## config.mk

```make
export PLATFORM = sky130hd
export DESIGN_NAME = addr8u_seq32
export DESIGN_NICKNAME = d
export VERILOG_FILES = /design/src/rtl/addr8u_seq32.sv
export SDC_FILE = /design/constraint.sdc
export NUM_CORES = 1
export LEC_CHECK = 0
export CORE_UTILIZATION = 57
export CTS_CLUSTER_SIZE = 16
export DETAILED_ROUTE_END_ITERATION = 10
export PLACE_DENSITY = 0.85
export SYNTH_ARGS = -nofsm -noshare
export SYNTH_HDL_FRONTEND = slang
export SYNTH_SLANG_ARGS = --single-unit
```

## constraint.sdc

```tcl
create_clock -name clk -period 9.8 [get_ports clk]
set_clock_uncertainty 0.1 [all_clocks]
set_input_delay 0.98 -clock clk [delete_from_list [all_inputs] [get_ports clk]]
set_output_delay 0.98 -clock clk [all_outputs]
set_load 0.05 [all_outputs]
```

## src/rtl/addr8u_seq32.sv

```systemverilog
// addr8u_seq32: 32-bit unsigned adder built from one time-shared 8-bit slice
// adder, low byte first. With CHECK=1 each slice is computed twice (second
// time with operands swapped) and compared; mismatches trigger bounded
// retries, then an abort flagged on err.
//
// Ports:
//   clk, rst_n        clock, asynchronous active-low reset
//   in_valid/in_ready request handshake (a, b, cin captured on accept)
//   a, b, cin         operands and carry-in
//   fi_en             fault injection: flips bit 0 of an EXEC slice result
//   out_valid/out_ready result handshake
//   sum, cout         result A+B+cin mod 2^32 and carry-out of bit 31
//   err               result aborted after retry exhaustion
//   fault_cnt         saturating count of slice mismatches since reset
module addr8u_seq32 #(
  parameter int unsigned CHECK     = 1,
  parameter int unsigned MAX_RETRY = 3
) (
  input  logic        clk,
  input  logic        rst_n,
  input  logic        in_valid,
  output logic        in_ready,
  input  logic [31:0] a,
  input  logic [31:0] b,
  input  logic        cin,
  input  logic        fi_en,
  output logic        out_valid,
  input  logic        out_ready,
  output logic [31:0] sum,
  output logic        cout,
  output logic        err,
  output logic [7:0]  fault_cnt
);

  localparam bit         USE_CHECK = (CHECK != 0);
  localparam logic [2:0] MAX_R     = 3'(MAX_RETRY);

  typedef enum logic [1:0] {IDLE, EXEC, VERIFY, DONE} state_t;

  state_t      state_q;
  logic [31:0] a_q, b_q, sum_q;
  logic [1:0]  idx_q;
  logic        carry_q, cout_q, err_q, in_ready_q, out_valid_q;
  logic [2:0]  retry_q;
  logic [8:0]  tent_q;
  logic [7:0]  fc_q;

  logic [7:0]  op_x, op_y;
  logic [8:0]  slice_d, exec_d, commit_val;
  logic        commit_en;

  // The single slice adder; VERIFY feeds it the operands swapped.
  always_comb begin
    op_x = a_q[{idx_q, 3'b000} +: 8];
    op_y = b_q[{idx_q, 3'b000} +: 8];
    if (state_q == VERIFY) begin
      op_x = b_q[{idx_q, 3'b000} +: 8];
      op_y = a_q[{idx_q, 3'b000} +: 8];
    end
    slice_d = {1'b0, op_x} + {1'b0, op_y} + {8'b0, carry_q};
    exec_d  = slice_d ^ {8'b0, fi_en};
  end

  always_comb begin
    commit_en  = 1'b0;
    commit_val = tent_q;
    if (state_q == EXEC && !USE_CHECK) begin
      commit_en  = 1'b1;
      commit_val = exec_d;
    end else if (state_q == VERIFY && slice_d == tent_q) begin
      commit_en  = 1'b1;
    end
  end

  always_ff @(posedge clk or negedge rst_n) begin
    if (!rst_n) begin
      state_q     <= IDLE;
      a_q         <= '0;
      b_q         <= '0;
      sum_q       <= '0;
      idx_q       <= '0;
      carry_q     <= 1'b0;
      cout_q      <= 1'b0;
      err_q       <= 1'b0;
      retry_q     <= '0;
      tent_q      <= '0;
      fc_q        <= '0;
      in_ready_q  <= 1'b1;
      out_valid_q <= 1'b0;
    end else begin
      case (state_q)
        IDLE: begin
          if (in_valid) begin
            a_q        <= a;
            b_q        <= b;
            carry_q    <= cin;
            idx_q      <= '0;
            retry_q    <= '0;
            err_q      <= 1'b0;
            sum_q      <= '0;
            cout_q     <= 1'b0;
            in_ready_q <= 1'b0;
            state_q    <= EXEC;
          end
        end
        EXEC: begin
          tent_q <= exec_d;
          if (USE_CHECK) state_q <= VERIFY;
        end
        VERIFY: begin
          if (slice_d != tent_q) begin
            if (fc_q != 8'hFF) fc_q <= fc_q + 8'd1;
            if (retry_q < MAX_R) begin
              retry_q <= retry_q + 3'd1;
              state_q <= EXEC;
            end else begin
              err_q   <= 1'b1;
              state_q <= DONE;
            end
          end
        end
        DONE: begin
          // out_valid rises one cycle after entering DONE.
          if (!out_valid_q) begin
            out_valid_q <= 1'b1;
          end else if (out_ready) begin
            out_valid_q <= 1'b0;
            in_ready_q  <= 1'b1;
            state_q     <= IDLE;
          end
        end
        default: state_q <= IDLE;
      endcase

      // Slice commit shared by the unchecked EXEC path and a matching VERIFY.
      if (commit_en) begin
        sum_q[{idx_q, 3'b000} +: 8] <= commit_val[7:0];
        carry_q <= commit_val[8];
        retry_q <= '0;
        idx_q   <= idx_q + 2'd1;
        if (idx_q == 2'd3) begin
          cout_q  <= commit_val[8];
          state_q <= DONE;
        end else begin
          state_q <= EXEC;
        end
      end
    end
  end

  assign in_ready  = in_ready_q;
  assign out_valid = out_valid_q;
  assign sum       = sum_q;
  assign cout      = cout_q;
  assign err       = err_q;
  assign fault_cnt = fc_q;

endmodule
```

==> qor.yml, run 1 <==
status: "complete, no violations"
grt-ovfl-total: 0
synth_edf_count: 0
yosysWarnings: 0
place_ws_ps: 4830
ctsHtreeMaxLevel: 4
area_growth_syn_to_layout_pct: 27.7
core_mm2: 0.0109
peakVddDrop_mv: 0.185
dp.cells: 915
gp_routability_congestion: 0.858
cts_buffers: 17
drc: 0
post_dp_cell_area_mm2: 0.00766
start_util_pct: 59.1
ys.flop_type: "dfrtp_1"
clk_latency_ps: 420
hold_violations: 0
final.setup.tns_ps: 0
vias: 5424
die_w_um: 108
drive_gt1_share_pct: 9.05
syn_inst: 695
whs_ps: 376
p_clk_share_pct: 21.2
critical_path_class: "register to register"
design_area_mm2: 0.00825
rows: 38
r2r-end: "sum[29]"
drv_cap: 0
ys_types: 57
r2r_start: "idx_q[0]"
grt_usage_pct: 29.6
critical_path_arrival_ps: 5310
finalSetupViolations: 0
drt_wl_total_um: 16000
final_cell_count_no_fill: 947
startpoint: "idx_q[0]"
worstSetupEndpointType: "register"
tightest_slew_ps: 879
r2r_cells: 14
r2r_slack_ps: 4740
ys_seq_elements: 125
power_density_mw_per_mm2: 358
p_sw_share_pct: 43.0
via_per_inst: 5.73
fill_cells: 742
seq_power_share_pct: 28.7
cts_max_path_buffers: 2
utilization_pct: 75.5
timing.final.crit_period_ps: 5060
leakage_nw: 3.98
postRouteAntennaNets: 0
relSlewSlack_pct: 41.4
use_met2_pct: 50.1
async_flop_share_pct: 100
clk_pin_slew_ps: 60
post-dp-hpwl_um: 11000
grtUsageMet1_pct: 36.4
nets: 881
rsz0062_at_grt: "no"
crit_fanout: 19
crit_path_start_kind: "register"
min_period_over_period_pct: 51.6
setup_ws_ps: 4740
antenna_found_initial: 0
grt_max_degree: 85
post_cts_buffers: 0
most-common-layout-cells: "nand2_1 (299), dfrtp_1 (124), clkdlybuf4s50_1 (112)"
die_h_um: 108
endpoint: "sum[29]"
cts_resized: 0
io_buffers: 113
syn-cell-area_mm2: 0.00646
avgSynthCellArea_um2: 9.30
final_common_cell: "nand2_1"
cts_hold_buffers: 0
busiest_layer: "met2"
syn-num-nets: 782
yosysSeqAreaShare_pct: 48.4
cts-root-buf: "clkbuf_16"
fmax_mhz: 198
drt_pass1_iterations: 5
ios: 114
cts_tree: "built"
first_iter_violations: 403
grt_pass1_wl_um: 26400
internal_power_mw: 1.68
power_frac_comb_pct: 50.1
use_met3_pct: 5.42
power_switching_mw: 1.27
die-area_mm2: 0.0118
hold_path.class: "register to register"
diodes: 0
slew_violations: 0
required_ps: 10050
grt_pass1_vias: 5483
clock_sinks: 125
finalPower_mw: 2.95
wire_per_inst_um: 16.9
-- final cells by class --
class,count,area [um2],area share [%]
inverter,9,33.8,0.409
timing repair buffer,118,1170,14.1
multi-input combinational,523,3150,38.2
sequential,125,3130,37.9
tap,140,175,2.12
clock inverter,13,141,1.71
clock buffer,19,453,5.49
-- worst min-delay path by stage --
stage | start | endpoint | depth (start not counted)
6_report | a_q[27] | a_q[27] | 2
2_1_floorplan | a_q[16] | a_q[16] | 2
4_1_cts | b_q[10] | b_q[10] | 2
3_5_place_dp | b_q[6] | b_q[6] | 2
3_3_place_gp | b_q[7] | b_q[7] | 2
5_1_grt | b_q[15] | b_q[15] | 2
-- power groups by stage --
stage          registers, mW  logic, mW  clock network [mW]
2_1_floorplan          0.838       1.10                   0
5_1_grt                0.868       1.63               0.652
4_1_cts                0.843       1.47               0.628
3_5_place_dp           0.849       1.46                   0
6_report               0.846       1.48               0.626
3_3_place_gp           0.834       1.40                   0
-- routing by layer --
metal | wire length (um) | up-vias
met5 | 0 | -
met4 | 571 | 0
met3 | 1080 | 43
met2 | 7850 | 239
met1 | 6480 | 2615
li1 | - | 2527
-- worst max-delay path: stages, from the launching register on --
cell       delay, ps
dfrtp_1          440
buf_4            370
mux4_2           570
nand2_1           90
nand2_1           90
fa_1             450
inv_1            100
fa_1             440
xor2_1           230
nand2_1          110
a2111oi_2        340
o221ai_1         220
a211oi_4         670
nor4b_4          530
a22o_1           220
-- Yosys cell counts, drive strengths merged, types with 4 or more instances --
library cell	n	area [um2]
nand3	10	75.1
xnor2	6	52.6
ha	15	188
a21oi	12	60.1
or2	6	37.5
nor4b	4	50.1
nor3	10	50.1
mux4	16	360
mux2i	21	210
dfrtp	124	3100
a22o	17	149
a21o	4	30.0
clkbuf	23	86.3
a211oi	4	47.5
nand2	299	1120
buf	15	67.6
xor2	11	96.3
nand2b	8	50.1
o21ai	14	70.1
and3	4	25.0
nor2	18	67.6
and2	5	31.3
inv	9	33.8
-- cells by family (layout without fill, tap and decap cells) --
group	Yosys count	after routing	synth area share (%)
muxes	39	39	9.18
AOI/OAI and AO/OA	74	74	8.60
and+or+nand+nor	375	375	24.7
adders and majority gates	17	17	3.52
xor gates and xnor gates	18	18	2.65
buffers and inverters	47	159	2.90
DFF	125	125	48.4
-- sequential cells by signal (all words and copies together), names as in the netlist --
name / flops
a_q: 32
b_q: 32
carry_q: 1
commit_val: 9
cout: 1
err: 1
fault_cnt: 8
idx_q: 2
in_ready: 1
out_valid: 1
retry_q: 3
state_q: 2
sum: 32
(Power assumes the default switching activity.)
==> inputs of run 2 (changes only) <==
--- a/config.mk
+++ b/config.mk
@@ -5,10 +5,10 @@
 export SDC_FILE = /design/constraint.sdc
 export NUM_CORES = 1
 export LEC_CHECK = 0
-export CORE_UTILIZATION = 57
+export CORE_UTILIZATION = 53
 export CTS_CLUSTER_SIZE = 16
 export DETAILED_ROUTE_END_ITERATION = 10
-export PLACE_DENSITY = 0.85
+export PLACE_DENSITY = 0.8
 export SYNTH_ARGS = -nofsm -noshare
 export SYNTH_HDL_FRONTEND = slang
 export SYNTH_SLANG_ARGS = --single-unit
==> constraint.sdc (replaced) <==
create_clock -name clk -period 5.2 [get_ports clk]
set_clock_uncertainty 0.1 [all_clocks]
set_input_delay 0.52 -clock clk [delete_from_list [all_inputs] [get_ports clk]]
set_output_delay 0.52 -clock clk [all_outputs]
set_load 0.05 [all_outputs]
==> run 2 against run 1 <==
Via count fell by 2.2%. Global-route usage is 2.7 points lower. Wire length shrank 2.9%. Setup slack got worse by 4100 ps. Sequential share of layout area is 0.45 points lower. Highest routed layer unchanged.
==> qor.yml, run 2 (synthesized netlist as in run 1, its figures left out) <==
critical_path_class: "register to register"
cts_tree: "built"
postRouteAntennaNets: 0
ios: 114
post_dp_cell_area_mm2: 0.00768
design_area_mm2: 0.00835
area_growth_syn_to_layout_pct: 29.3
drt_pass1_iterations: 5
gp_routability_congestion: 0.855
worstSetupEndpointType: "register"
cp_top_family: "simple AND/OR/NAND/NOR gates"
clock_sinks: 125
crit_fanout: 18
crit_path_start_kind: "register"
status: "complete, no violations"
p_clk_share_pct: 23.4
grt_pass1_wl_um: 26300
startpoint: "state_q[0]"
die-area_mm2: 0.0126
whs_ps: 173
clk_latency_ps: 420
die_h_um: 112
rows: 39
final.setup.tns_ps: 0
most-common-layout-cells: "nand2_1 (299), dfrtp_1 (124), clkdlybuf4s50_1 (112)"
power_switching_mw: 2.40
final_common_cell: "nand2_1"
diodes: 0
cp.depth: 14
core_mm2: 0.0117
fmax_mhz: 220
finalSetupViolations: 0
ctsHtreeMaxLevel: 4
power_frac_comb_pct: 49.0
power_density_mw_per_mm2: 685
r2r_cells: 14
slowest_delay_ps: 540
cts_max_path_buffers: 2
relSlewSlack_pct: 33.9
r2r_slack_ps: 660
min_period_over_period_pct: 87.2
clk_pin_slew_ps: 60
vias: 5305
peakVddDrop_mv: 0.322
drv_cap: 0
p_sw_share_pct: 41.9
hold_violations: 0
slew_violations: 0
post_cts_buffers: 0
timing.final.crit_period_ps: 4540
nets: 884
cts_buffers: 17
antenna_found_initial: 0
via_per_inst: 5.57
post-dp-hpwl_um: 10700
cts_resized: 0
worstPathCellList: "nand2b_1 > nand2_1 > nand2_1 > fa_1 > inv_1 > fa_1 > xor2_1 > nand2_1 > a2111oi_2 > o221ai_1 > a211oi_4 > buf_4 > nor4b_4 > a22o_1"
rsz0062_at_grt: "no"
cpMostUsedCell: "nand2_1"
grt_max_degree: 85
drc: 0
path_buf_inv: 2
leakage_nw: 4.03
first_iter_violations: 318
required_ps: 5450
drt_wl_total_um: 15500
grt_usage_pct: 26.8
cts_hold_buffers: 0
start_util_pct: 55.4
io_buffers: 113
grt-ovfl-total: 0
critical_path_arrival_ps: 4790
seq_power_share_pct: 27.6
r2r_start: "state_q[0]"
cts-root-buf: "clkbuf_16"
hold_path.class: "input port to async pin"
cp_slowest_cell: "nand2b_1"
grt_pass1_vias: 5368
endpoint: "sum[30]"
drive_gt1_share_pct: 9.38
internal_power_mw: 3.32
wire_per_inst_um: 16.3
r2r-end: "sum[30]"
die_w_um: 112
tightest_slew_ps: 992
-- run 2: cell types whose count changed in the layout (fill, tap and decap cells not counted), sizes merged --
cell      previous run  this run
inv                 10        17
buf                  6         9
clkinv               7         0
bufinv               2         5
clkbuf              19        18
clkinvlp             3         1
-- run 2: how the worst min path moves through the flow --
stage,from,to,slack [ps]
floorplan,rst_n,a_q[0],120
global placement,b_q[9],b_q[9],350
global route,rst_n,retry_q[2],250
finish,rst_n,retry_q[2],170
CTS,rst_n,retry_q[2],210
detailed placement,b_q[26],b_q[26],360
-- run 2: power by group through the flow --
stage / combinational, mW / clock, mW / sequential, mW
floorplan: 2.08 / 0 / 1.58
global placement: 2.71 / 0 / 1.56
detailed placement: 2.77 / 0 / 1.59
CTS: 2.80 / 1.35 / 1.58
global route: 3.13 / 1.40 / 1.62
finish: 2.80 / 1.34 / 1.58
-- run 2: worst reg2reg max path: stages (launching register included) --
cell,delay (ps)
dfrtp_1,500
nand2b_1,540
nand2_1,180
nand2_1,90
fa_1,460
inv_1,100
fa_1,440
xor2_1,220
nand2_1,120
a2111oi_2,370
o221ai_1,220
a211oi_4,180
buf_4,260
nor4b_4,460
a22o_1,220
-- run 2: cell type report --
| type | count | area (um2) |
|---|---|---|
| repair buffers | 121 | 1190 |
| flip-flops and latches | 125 | 3130 |
| multi-input cells | 523 | 3150 |
| well taps | 143 | 179 |
| fillers | 824 | 3310 |
| clock inverters | 14 | 228 |
| clock buffers | 18 | 439 |
| inverters | 9 | 33.8 |
-- run 2: metrics by stage --
step / setup WS, ps / std cells / power [mW] / utilization, %
after floorplan: 792 / 695 / 3.66 / -
after global placement: 949 / 921 / 4.28 / 65.9
after detailed placement: 745 / 921 / 4.35 / 65.9
after CTS: 673 / 953 / 5.73 / 71.6
after global routing: 304 / 953 / 6.15 / 71.6
final: 664 / 953 / 5.72 / 71.6
-- run 2: routing by layer --
metal	part of all wire (%)	global-route usage, %	vias to the layer above
li1	-	-	2530
met1	44	34.6	2542
met2	49	45.3	207
met3	5.2	5.13	26
met4	1.8	10.1	0
met5	0	0	-
==> variant 1 (settings of run 2) <==
Re-encode `state_t` (4 states) as one-hot, 4 bits wide.
--- a/src/rtl/addr8u_seq32.sv
+++ b/src/rtl/addr8u_seq32.sv
@@ -37,3 +37,3 @@
 
-  typedef enum logic [1:0] {IDLE, EXEC, VERIFY, DONE} state_t;
+  typedef enum logic [3:0] {IDLE = 4'b0001, EXEC = 4'b0010, VERIFY = 4'b0100, DONE = 4'b1000} state_t;
 
Formal check against the unedited RTL: same outputs for any inputs over 4 cycles, from zero or initial values and one cycle with rst_n low; so few cycles prove little.
==> variant 1 against run 2 <==
- count of clock-buffer cells in the layout is 3 higher
- worst setup slack better by 110 ps
- final cell count is 7.6% lower
- total power is 15% lower
- final area is 2.4% higher
- combinational power is 30% lower
- sequential cell count is 2 higher
- wire length is 3.9% lower
- area after synthesis is 3.1% higher
- synthesized cell count is 13% lower
- fmax is 2.5% higher
- first-iteration DRC count is 0.94% higher
==> variant 1: results (changes against run 2) <==
finish:
  layout-drive-gt1-share_pct: 19.1  # +9.7 points
  inverters: 8  # -1
  multi_input_cells: 426  # -19%
  multi_input_area_share_pct: 38.2  # +0.39 points
  clock_area_share_pct: 7.92  # -0.068 points
  design.seq.count: 127  # +1.6%
  seqCellArea_mm2: 0.00318  # +1.7%
  nets: 788  # -11%
  clockBufferCount: 21  # +3
pwr:
  leakage_nw: 3.74  # -7.2%
  p_total_mw: 4.87  # -15%
  combPwrFrac_pct: 40.1  # -8.9 points
  ir_drop_v: 0.000290  # -10%
  p_int_mw: 3.24  # -2.4%
logic_synthesis:
  synth_common_cells: "125 x dfrtp_1, 124 x nand2_1, 67 x mux2_2, 25 x o211ai_1"
  synth_fp_nets: 689  # -12%
  synth_area_leaders: "dfrtp_1 47%, mux2_2 11%, nand2_1 7.0%, mux4_2 5.4%, ha_1 2.8%"
  ys_seq_area_share_pct: 47.7  # -0.69 points
worst_setup_path:
  cpPeakStageDelay_ps: 740  # +200 ps
  cp-endpoint: "sum[15]"
  cpMaxStageDelayCell: "dfrtp_2"
  reg2reg_to: "sum[15]"
  worstPathMaxFanout: 32  # +14
  rrSetupSlack_ps: 770  # +110 ps
  critPathArrivalTime_ps: 4680  # -110 ps
  r2r_start: "idx_q[0]"
global_routing:
  met3_usage_pct: 7.04  # +1.9 points
  met1_usage_pct: 31.1  # -3.6 points
  antenna_found_initial: 0  # unchanged
  grt_max_degree: 104  # +22%
  grt_pass1_vias: 5055  # -5.8%
  grt_pass1_wl_um: 24900  # -5.6%
  grt_util_all_layers_pct: 25.1  # -1.8 points
drt:
  wl_met2_um: 7300  # -4.4%
  viasPerCell: 5.66  # +1.6%
  drt_iter0_markers: 321  # +0.94%
  met3_length_um: 804  # -0.74%
  wl_per_cell_um: 16.9  # +4.0%
  wl_met1_um: 6370  # -6.2%
placement:
  globalplace.congestion: 0.880  # +2.9%
  dp_hpwl_um: 10300  # -4.2%
sta:
  relSlewSlack_pct: 19.2  # -15 points
  holdWs_ps: 196  # +22.3 ps
outcome:
  status: "finished, final reports clean"
clock_tree:
  clk_latency_ps: 430
variant 1: cell count changes after synthesis, moves of 15 or more:
| cell | run 2 | this run |
|---|---|---|
| a22o_1 | 17 | 1 |
| mux2_2 | 2 | 67 |
| nand2_1 | 299 | 124 |
| nand3_1 | 8 | 23 |
| o211ai_1 | 3 | 25 |
variant 1: stage by stage:
step / utilization [%] / instances / worst slack [ps] / area, um2
final: 70.6 / 881 / 774 / 8550
after global placement: 65.0 / 850 / 927 / 7870
after floorplan: - / 602 / 1020 / 6660
after global routing: 70.6 / 881 / 498 / 8550
after CTS: 70.6 / 881 / 738 / 8550
after detailed placement: 65.0 / 850 / 795 / 7870
variant 1: kinds of logic after synthesis:
kind of cell	synth area share, %
compound gates	7.21
xor+xnor	2.99
fa+ha+maj	3.42
buf+inv	3.36
flops	47.7
mux	18.4
simple gates	16.9
==> variant 2 (flow settings as in run 2) <==
Without the edit above. Put one more register stage on the output `err`, with the module's reset. The value now appears one clock later. The other outputs are not delayed to match.
--- a/src/rtl/addr8u_seq32.sv
+++ b/src/rtl/addr8u_seq32.sv
@@ -154,3 +154,9 @@
   assign cout      = cout_q;
-  assign err       = err_q;
+  always_ff @(posedge clk or negedge rst_n) begin
+    if (!rst_n) begin
+      err <= '0;
+    end else begin
+      err <= err_q;
+    end
+  end
   assign fault_cnt = fc_q;
Formal check against the unedited RTL: not equivalent (Yosys sat finds a counterexample within 10 cycles, from zero or initial values and one cycle with rst_n low).
==> variant 2 against run 2 <==
- area after synthesis grew 0.39%
- worst setup slack gained 71 ps
- sequential cell count grew 1
- critical endpoint is now sum[28]
- final cell count grew 0.63%
- critical path depth is the same
- critical path type unchanged
- clock power shrank 4%
- final area grew 0.24%
- total power grew 0.36%
- wire length grew 2.5%
==> variant 2: results (changes against run 2) <==
drt:
  viasPerCell: 5.58  # +0.27%
  wl_per_cell_um: 16.6  # +1.9%
  wl_met2_um: 7770  # +1.7%
  top_layer_used: "met4"
  met3_length_um: 899  # +11%
  vias: 5353  # +0.90%
  drt_first_pass_iters: 5  # unchanged
  drt_iter0_markers: 374  # +18%
  wl_met1_um: 6810  # +0.21%
pwr:
  leakage_nw: 4.04  # +0.13%
  ir_drop_v: 0.000348  # +8.2%
logic_synthesis:
  synth_ff_type: "dfrtp_1"
  synth_fp_nets: 783  # +0.13%
  synth_compound_area_share_pct: 8.56  # -0.033 points
  synth-adder-area-share_pct: 3.51  # -0.014 points
  synth_cell_types: 57  # unchanged
  synth_area_leaders: "dfrtp_1 48%, nand2_1 17%, mux4_2 5.6%, mux2i_1 3.2%, ha_1 2.9%"
  yosysWarnings: 0  # unchanged
  async_flop_share_pct: 100  # unchanged
  synthCells: 696  # +0.14%
  ys_seq_area_share_pct: 48.6  # +0.20 points
  synth_common_cells: "299 x nand2_1, 125 x dfrtp_1, 23 x clkbuf_1, 21 x mux2i_1, 18 x nor2_1"
  synth.area.mux_share_pct: 9.14  # -0.035 points
  synthXorXnorAreaFrac_pct: 2.64  # -0.010 points
outcome:
  status: "finished, final reports clean"
clock_tree:
  cts_resized: 0  # unchanged
  cts_setup_buffers: 0  # unchanged
  max-clock-path-buffers: 2  # unchanged
  numCtsBuffers: 17  # unchanged
  cts_root_buf: "clkbuf_16"
  clk_latency_ps: 410
  ctsHtreeMaxLevel: 4  # unchanged
worst_setup_path:
  worstPathMaxFanout: 15  # -3
  critPathArrivalTime_ps: 4710  # -80 ps
  cpMaxStageDelayCell: "mux4_2"
  cp_top_family: "compound AO/OA/AOI/OAI gates"
  cpPeakStageDelay_ps: 570  # +30 ps
global_routing:
  grt_util_all_layers_pct: 27.0  # +0.16 points
  grt_pass1_wl_um: 26700  # +1.3%
  grt_pass1_vias: 5515  # +2.7%
  grt_max_degree: 72  # -15%
placement:
  postPlaceCellArea_mm2: 0.00772  # +0.49%
  port_buffers: 113  # unchanged
  dp_hpwl_um: 11400  # +5.9%
  place_inst: 927  # +0.65%
  globalplace.congestion: 0.866  # +1.3%
sta:
  finalSetupViolCount: 0  # unchanged
  relSlewSlack_pct: 39.2  # +5.3 points
finish:
  diodes: 0  # unchanged
  layout-drive-gt1-share_pct: 9.36  # -0.023 points
  nets: 886  # +0.23%
  fill_cells: 851  # +3.3%
hold_path:
  hold_path_class: "in -> async"
## variant 2: cell count changes in the layout (fill, tap and decap cells not counted), sizes merged
cell / change
clkbuf: +3
inv: -5
dfrtp: +1
bufinv: -1
clkinv: +2
clkinvlp: +1
buf: +1
## variant 2: cell type report
class	count	area, um2	area share, %
Tap cell	147	184	2.20
Clock buffer	21	470	5.62
Multi-Input combinational cell	523	3150	37.7
Inverter	9	33.8	0.404
Clock inverter	11	179	2.14
Timing Repair Buffer	122	1200	14.3
Sequential cell	126	3150	37.7
## variant 2: cells by family after synthesis
logic type                 after synthesis
muxes                                   39
and+or+nand+nor                        375
DFF                                    126
xor gates and xnor gates                18
AOI/OAI and AO/OA                       74
buffers and inverters                   47
adders and majority gates               17
## variant 2: layer usage
metal | up-vias | global-route usage (%)
met5 | - | 0
met4 | 0 | 12.1
met3 | 31 | 4.70
met2 | 218 | 45.6
met1 | 2565 | 34.2
li1 | 2539 | -
## variant 2: per-stage QoR
stage / setup WS [ps] / hold WS [ps]
global placement: 945 / 264
CTS: 780 / 173
finish: 734 / 161
detailed placement: 830 / 275
global route: 499 / 217
floorplan: 792 / 124
## variant 2: where the power goes
group	total [mW]	switching (mW)	internal, mW
clock network	1.29	0.446	0.847
logic	2.85	1.69	1.16
registers	1.60	0.289	1.31
## variant 2: worst paths after layout
check / startpoint / endpoint / slack [ps] / cells after the start
min reg2reg: err_q / err / 290 / 0
min in group clk: err_q / err / 290 / 0
min: rst_n / sum[18] / 160 / 1
max in group asynchronous: rst_n / b_q[4] / 3610 / 2
max: idx_q[0] / sum[28] / 730 / 14
max reg2reg: idx_q[0] / sum[28] / 730 / 14
